[src/rtl/pipeline_hazard_ctrl.sv]
// ============================================================================
// Module   : pipeline_hazard_ctrl
// Brief    : Hazard controller for a 5-stage pipeline. Handles forwarding,
//            load-use bubbles, branch flushes, MDU scheduling and a stall counter.
// Revision : 1.0  initial release
// ============================================================================
`default_nettype none

module pipeline_hazard_ctrl #(
    parameter int MUL_CYCLES = 4,
    parameter int DIV_CYCLES = 16
) (
    input  logic        clock,
    input  logic        reset,
    input  logic [4:0]  id_rs,
    input  logic [4:0]  id_rt,
    input  logic        id_uses_rs,
    input  logic        id_uses_rt,
    input  logic        id_mdu_use,
    input  logic [4:0]  ex_rs,
    input  logic [4:0]  ex_rt,
    input  logic [4:0]  ex_rd,
    input  logic        ex_memread,
    input  logic        ex_is_mul,
    input  logic        ex_is_div,
    input  logic        ex_branch_taken,
    input  logic        mem_regwrite,
    input  logic [4:0]  mem_rd,
    input  logic        wb_regwrite,
    input  logic [4:0]  wb_rd,
    output logic [1:0]  fwd_a,
    output logic [1:0]  fwd_b,
    output logic        pc_write,
    output logic        ifid_write,
    output logic        ifid_flush,
    output logic        idex_bubble,
    output logic        mdu_busy,
    output logic        mdu_done,
    output logic [31:0] stall_count
);

    localparam logic [7:0] C_MUL_CNT = 8'(MUL_CYCLES);
    localparam logic [7:0] C_DIV_CNT = 8'(DIV_CYCLES);

    typedef enum logic [0:0] {
        S_IDLE = 1'b0,
        S_BUSY = 1'b1
    } state_t;

    state_t     r_state;
    logic [7:0] r_cnt;

    logic w_issue;
    logic w_load_use;
    logic w_mdu_stall;
    logic w_stall;

    assign w_issue     = (ex_is_mul || ex_is_div) && (r_state == S_IDLE);
    assign w_load_use  = ex_memread && (ex_rd != 5'd0) &&
                         ((id_uses_rs && (id_rs == ex_rd)) ||
                          (id_uses_rt && (id_rt == ex_rd)));
    assign w_mdu_stall = id_mdu_use && (w_issue || (mdu_busy && !mdu_done));
    assign w_stall     = w_load_use || w_mdu_stall;

    function automatic logic [1:0] fwd_sel(input logic [4:0] src);
        if (mem_regwrite && (mem_rd != 5'd0) && (mem_rd == src))
            return 2'b10;
        else if (wb_regwrite && (wb_rd != 5'd0) && (wb_rd == src))
            return 2'b01;
        else
            return 2'b00;
    endfunction

    always_comb begin
        fwd_a       = 2'b00;
        fwd_b       = 2'b00;
        pc_write    = 1'b1;
        ifid_write  = 1'b1;
        ifid_flush  = 1'b0;
        idex_bubble = 1'b0;
        if (!reset) begin
            fwd_a = fwd_sel(ex_rs);
            fwd_b = fwd_sel(ex_rt);
            // A taken branch squashes the stalled ID instruction instead of holding it
            if (ex_branch_taken) begin
                ifid_flush  = 1'b1;
                idex_bubble = 1'b1;
            end else if (w_stall) begin
                pc_write    = 1'b0;
                ifid_write  = 1'b0;
                idex_bubble = 1'b1;
            end
        end
    end

    always_ff @(posedge clock) begin
        if (reset) begin
            r_state     <= S_IDLE;
            r_cnt       <= 8'd0;
            mdu_busy    <= 1'b0;
            mdu_done    <= 1'b0;
            stall_count <= 32'd0;
        end else begin
            if (w_stall && !ex_branch_taken && (stall_count != 32'hFFFF_FFFF))
                stall_count <= stall_count + 32'd1;

            case (r_state)
                S_IDLE: begin
                    if (w_issue) begin
                        r_state  <= S_BUSY;
                        r_cnt    <= ex_is_div ? C_DIV_CNT : C_MUL_CNT;
                        mdu_busy <= 1'b1;
                        mdu_done <= 1'b0;
                    end
                end
                S_BUSY: begin
                    // done is registered one count early so it lands on cnt == 1
                    r_cnt    <= r_cnt - 8'd1;
                    mdu_done <= (r_cnt == 8'd2);
                    if (r_cnt == 8'd1) begin
                        r_state  <= S_IDLE;
                        mdu_busy <= 1'b0;
                        mdu_done <= 1'b0;
                    end
                end
                default: begin
                    r_state  <= S_IDLE;
                    mdu_busy <= 1'b0;
                    mdu_done <= 1'b0;
                end
            endcase
        end
    end

endmodule

`default_nettype wire
[config.mk]
export PLATFORM = sky130hd
export DESIGN_NAME = pipeline_hazard_ctrl
export DESIGN_NICKNAME = d
export VERILOG_FILES = /design/src/rtl/pipeline_hazard_ctrl.sv
export SDC_FILE = /design/constraint.sdc
export NUM_CORES = 1
export LEC_CHECK = 0
export CORE_MARGIN = 2
export CORE_UTILIZATION = 40
export CTS_CLUSTER_SIZE = 12
export DETAILED_ROUTE_END_ITERATION = 6
export PLACE_DENSITY = 0.72
export SLEW_MARGIN = 25
export SYNTH_ARGS = -nofsm -noshare
export SYNTH_HDL_FRONTEND = slang
export SYNTH_SLANG_ARGS = --single-unit
[constraint.sdc]
create_clock -name clock -period 2.3 [get_ports clock]
set_input_delay 0.23 -clock clock [delete_from_list [all_inputs] [get_ports clock]]
set_output_delay 0.23 -clock clock [all_outputs]
set_load 0.02 [all_outputs]
==> metrics.md, run 1 <==
| Metric | Value |
|---|---|
| Storage element area | 861 um2 |
| Initial antenna violation count | 0 |
| Post-Syn Area | 2610 um2 |
| Fin. Hold Viols | 0 |
| Hold crit path type | in -> reg |
| Pin count of the biggest net entering global routing | 51 |
| LEAKAGE | 1.39 nW |
| Clock Tree Buf Depth | 2 |
| Root Driver | clkbuf_8 |
| Hold-fix buffers, CTS | 0 |
| Register area share after synthesis | 0.330 |
| Initial Util | 0.411 |
| Io pins | 88 |
| Maxcap violations | 0 |
| First-pass GRT wire length | 12500 um |
| Total grt overflow | 0 |
| Nets | 488 |
| Worst setup margin | 0.0700 ns |
| Arr. time, crit path | 2.00 ns |
| H-tree Lvls | 2 |
| Cells after Synth | 325 |
| Synth area leader | dfxtp_1 |
| DP Wirelength | 5510 um |
| Sw Pwr | 0.434 mW |
| TritonCTS clock tree | yes |
| Reg clk slew, reported paths | 0.08 ns |
| Inserted Clock Buffers | 5 |
| Pwr dens | 421 nW/um2 |
| Buffers on Ports | 87 |
| Pwr Total | 1.64 mW |
| Area of the multi-input gates | 1690 um2 |
| Maximum fanout along the worst path | 3 |
| WL/cell | 13.8 um |
| Sequential Power Share | 0.475 |
| Worst Max-Slew Pin Slew | 0.521 ns |
| Reg-to-Reg End | stall_count[15] |
| Post-layout util | 0.612 |
| Cell Int Power | 1.20 mW |
| RSZ-0062 raised after global routing | false |
| Clock Skew | 0.00491 ns |
| Dpl ws | -0.413 ns |
| R2R cell count | 8 |
| Post-synth EDFFs | 0 |
| Worst setup path endpoint | idex_bubble |
| DRT Wirelength | 7080 um |
| Fin crit share | 0.970 |
| YS warnings | 0 |
| DRT iter0 DRCs | 121 |
| Async set or reset register ratio after synthesis | 0 |
| Post-synth cell types | 41 |
| Reg2reg start | stall_count[1] |
| Yosys reg bits | 43 |
| Synth top area cells | dfxtp_1 (33%), xnor2_1 (6.7%), a21oi_1 (5.6%) |
| Status | complete, no violations |
| Ys flop type | dfxtp_1 |
| Worst EP required | 2.07 ns |
| Final setup fails | 0 |
| Final RePlAce weighted congestion | 0.900 |
| Post-route ant nets | 0 |
| Die Y | 84.8 um |
| Drt pass-1 iters | 4 |
| Layout Cells excl Fill | 515 |
| # rows | 29 |
| Final Slew Violations | 0 |
| Vias in the first global route | 2850 |
| Routed via count | 2810 |
| Share of cells above drive strength 1 | 0.137 |
| Core region area | 6350 um2 |
| Fill count | 594 |
| Die area | 7190 um2 |
| Layout area overhead | 48.8% |
| Post-Place Cells | 508 |
| Clock share of power | 0.301 |
| Clock sinks | 43 |
| R2R Setup Slk | 0.20 ns |
| Diodes inserted | 0 |
| Post-route DRC | 0 |
| Worst vdd ir | 0.269 mV |
| Clk_lat worst skew | 0.29 ns |
| Fmax | 448 MHz |
| Syn Area/Cell | 8.04 um2 |
| Final Critical Period | 2.23 ns |
| Mapped Nets | 375 |
| Worst setup EP type | output port |
| CP Class | in -> out |
| Worst Setup SP | ex_rd[3] |
| Die Wd | 84.8 um |
| Switch share | 0.265 |
| Worst relative slew slack | 0.653 |
| Number of vias per cell | 5.46 |
| CP Launch Type | input port |
| Logic pwr share | 0.223 |
| Total GRT Usage | 0.205 |
| Share of the synthesized area in the top cell type | 0.330 |
-- cell usage after synthesis, types with 4 or more instances --
cell type / number
or4_1: 12
and3_1: 6
nor3_1: 11
o21ai_0: 24
nand4_1: 13
o31ai_1: 6
nor2_1: 22
nand3_1: 17
a21oi_1: 29
xnor2_1: 20
dfxtp_1: 43
mux2_2: 4
or3_1: 21
clkbuf_1: 9
xor2_1: 12
ha_1: 4
nor2b_1: 8
nor4_1: 7
nand2_1: 18
buf_4: 4
inv_1: 5
-- layout make-up --
type,count,area share
clock buffer,6,0.0212
clock inverter,1,0.00129
inverter,5,0.00483
multi-input combinational,263,0.434
sequential,43,0.221
tap,77,0.0248
timing repair buffer,120,0.293
-- worst min-delay path by stage --
| stage | from | to | slack, ns | cells past startpoint |
|---|---|---|---|---|
| 2_1_floorplan | ex_is_mul | r_state | 0.39 | 2 |
| 3_3_place_gp | mdu_busy | mdu_busy | 0.47 | 1 |
| 3_5_place_dp | mdu_busy | mdu_busy | 0.48 | 1 |
| 4_1_cts | reset | r_cnt[0] | 0.50 | 3 |
| 5_1_grt | mdu_busy | mdu_busy | 0.51 | 1 |
| 6_report | reset | mdu_done | 0.49 | 3 |
-- state kept, by name, summed over array words and instances (netlist names) --
register     count
mdu_done         1
r_cnt            8
mdu_busy         1
r_state          1
stall_count     32
-- repair_timing --
action                     4_1_cts  5_1_grt
resized for setup               17        9
setup buffers                    0        0
setup endpoints to repair        7       10
pin swaps                        0        1
-- cells by family after synthesis --
kind of cell,count (synthesis),synth area share
buf+inv,19,0.0330
simple gates,149,0.326
mux,8,0.0330
fa+ha+maj,4,0.0192
xor+xnor,32,0.107
compound gates,70,0.152
flops,43,0.330
-- metal layers --
metal  share of wire  vias to the layer above  GRT usage
met2            0.53                       76      0.375
met3           0.049                        6     0.0447
li1                -                     1419          -
met4          0.0051                        0     0.0447
met5               0                        -          0
met1            0.42                     1309      0.247
-- power by group through the flow --
stage	registers (mW)	logic, mW	clock network, mW
detailed placement	0.796	0.364	0
global placement	0.795	0.355	0
global route	0.781	0.399	0.532
finish	0.778	0.365	0.493
CTS	0.778	0.364	0.504
floorplan	0.798	0.165	0
-- through the flow --
| step | hold WS [ns] | area, um2 | setup TNS (ns) |
|---|---|---|---|
| after floorplan | 0.393 | 2610 | 0 |
| after global placement | 0.474 | 3790 | -4.00 |
| after detailed placement | 0.481 | 3790 | -6.17 |
| after CTS | 0.498 | 3880 | 0 |
| after global routing | 0.509 | 3890 | 0 |
| final | 0.493 | 3890 | 0 |
-- cell usage in the layout, fill, tap and decap left out, types with 8 or more instances in the layout --
master,instances
clkdlybuf4s50_1,77
dfxtp_1,43
buf_4,30
a21oi_1,29
o21ai_0,23
nor2_1,22
or3_1,21
xnor2_1,20
nand2_1,18
nand3_1,17
nand4_1,13
or4_1,12
xor2_1,12
nor3_1,11
nor2b_1,8
-- worst max-delay path: stages --
cell             delay [ns]
clkdlybuf4s50_1        0.48
or4_1                  0.54
o21ai_2                0.16
o21ai_0                0.10
nor2_1                 0.11
nor2_1                 0.04
dlygate4sd2_1          0.34
Power figures use the tool's default switching activity.
==> run 2: changes to the inputs <==
Settings changed: CORE_MARGIN 2 to not set.
==> run 2 against run 1 <==
  * Non-clock buffer count grew 7
  * Critical path depth is 1 lower
  * Setup slack better by 0.013 ns
  * Combinational power down 1%
  * Critical path type unchanged
  * Die area decreased by 4.7%
  * Global-route usage shrank 0.11 points
==> metrics.md, run 2 (synthesis results as in run 1) <==
| Metric | Value |
|---|---|
| DP Area | 3800 um2 |
| LEAKAGE | 1.42 nW |
| Worst relative slew slack | 0.641 |
| Max FFs per register | 32 |
| Post-route DRC | 0 |
| Storage element area | 861 um2 |
| Worst EP required | 2.07 ns |
| Routed via count | 2856 |
| Critical-path top delay cell | or4_1 |
| Worst setup margin | 0.0833 ns |
| Fin crit share | 0.964 |
| Die Wd | 82.8 um |
| Post-layout util | 0.620 |
| Hold crit path type | reg -> reg |
| RSZ-0062 raised after global routing | false |
| Most flops, register | stall_count |
| Total GRT Usage | 0.204 |
| Status | complete, no violations |
| Final RePlAce weighted congestion | 0.817 |
| # rows | 29 |
| Vias in the first global route | 2690 |
| Root Driver | clkbuf_8 |
| Clock Skew | 0.0160 ns |
| Worst setup EP type | output port |
| Worst Max-Slew Pin Slew | 0.538 ns |
| Die area | 6860 um2 |
| Dpl ws | -0.366 ns |
| Final setup fails | 0 |
| Maxcap violations | 0 |
| Io pins | 88 |
| Worst vdd ir | 0.320 mV |
| Buffers on Ports | 87 |
| Area of the multi-input gates | 1690 um2 |
| Hold-fix buffers, CTS | 0 |
| Clock Tree Buf Depth | 2 |
| WL/cell | 13.5 um |
| Registers with the most flip-flops | stall_count x32, r_cnt x8 |
| H-tree Lvls | 2 |
| DRT iter0 DRCs | 129 |
| First-pass GRT wire length | 11900 um |
| Pwr dens | 412 nW/um2 |
| Largest delay contributor family on the critical path | simple AND/OR/NAND/NOR gates |
| Max incr delay on CP | 0.58 ns |
| Top cell by count, worst path | or4_1 |
| CP Cell Sequence | clkdlybuf4s50_1 -> or4_1 -> o21ai_0 -> or4_1 -> nor4_2 -> buf_2 |
| Arr. time, crit path | 1.99 ns |
| Most frequent cells in the layout | clkdlybuf4s50_1 (75), dfxtp_1 (43), buf_4 (40) |
| Clock sinks | 43 |
| Final Slew Violations | 0 |
| Number of vias per cell | 5.46 |
| R2R Setup Slk | 0.20 ns |
| Inserted Clock Buffers | 5 |
| Worst hold slack | 0.505 ns |
| Total grt overflow | 0 |
| Diodes inserted | 0 |
| Fmax | 451 MHz |
| DRT Wirelength | 7060 um |
| CP Launch Type | input port |
| Reg clk slew, reported paths | 0.08 ns |
| Pin count of the biggest net entering global routing | 51 |
| Most common cell after layout, fill and taps aside | clkdlybuf4s50_1 |
| R2R cell count | 9 |
| TNS Setup | 0 ns |
| CP Class | in -> out |
| Initial antenna violation count | 0 |
| Initial Util | 0.414 |
| DP Wirelength | 5410 um |
| Share of cells above drive strength 1 | 0.148 |
| WP depth | 6 |
| Fin. Hold Viols | 0 |
| Final instance area | 3920 um2 |
| Maximum fanout along the worst path | 2 |
| Final Critical Period | 2.22 ns |
| Die Y | 82.8 um |
| Cell depth of the worst hold path | 1 |
| Clk_lat worst skew | 0.29 ns |
| Fill count | 570 |
| TritonCTS clock tree | yes |
| Buf+Inv Stages, Crit Path | 2 |
| Layout area overhead | 49.9% |
| Nets | 495 |
| Drt pass-1 iters | 4 |
| Post-route ant nets | 0 |
| Core region area | 6310 um2 |
[run 2: cell count changes in the layout (fill, tap and decap cells not counted), sizes merged]
cell | previous run | this run
buf | 35 | 43
clkbuf | 8 | 6
clkdlybuf4s15 | 1 | 3
clkdlybuf4s50 | 77 | 75
clkinvlp | 0 | 1
dlygate4sd2 | 3 | 2
dlymetal6s2s | 2 | 4
[run 2: worst paths after layout]
kind	start	end
worst max-delay path	wb_rd[2]	fwd_b[0]
worst max register to register	stall_count[0]	stall_count[10]
worst min-delay path	mdu_busy	mdu_busy
worst min register to register	mdu_busy	mdu_busy
[run 2: per-stage QoR]
stage / cells / total power [mW]
final: 523 / 1.61
after global routing: 523 / 1.69
after CTS: 522 / 1.62
after detailed placement: 514 / 1.15
after global placement: 514 / 1.14
after floorplan: 325 / 0.963
[run 2: routing by layer]
metal  wire [um]  vias to the layer above  track usage
met4          44                        0       0.0392
met2        3680                       63        0.385
met1        3030                     1354        0.235
met5           0                        -            0
met3         304                        4       0.0467
li1            -                     1435            -
[run 2: where the power goes]
group | internal (mW) | switching, mW
logic | 0.201 | 0.159
registers | 0.763 | 0.0157
clock network | 0.213 | 0.264
total | 1.18 | 0.439
[run 2: cell type report]
class / instances / share of cell area
clock inverters: 2 / 0.00319
clock buffers: 6 / 0.0185
well taps: 77 / 0.0246
repair buffers: 127 / 0.298
flip-flops and latches: 43 / 0.220
inverters: 5 / 0.00479
multi-input cells: 263 / 0.431
[run 2: repair_timing]
| item | 4_1_cts | 5_1_grt |
|---|---|---|
| pin swaps | 0 | 9 |
| endpoints found under the setup margin | 7 | 14 |
| gates resized for setup | 20 | 9 |
| setup buffers | 0 | 1 |
[run 2: worst register-to-register path, stage by stage (launching register included)]
cell and delay, ns:
dfxtp_1 0.32, ha_1 0.23, and3_1 0.20, and3_1 0.16, nand3_1 0.15, nand3_4 0.13, buf_4 0.18, buf_4 0.18
or3_1 0.35, a21oi_1 0.15
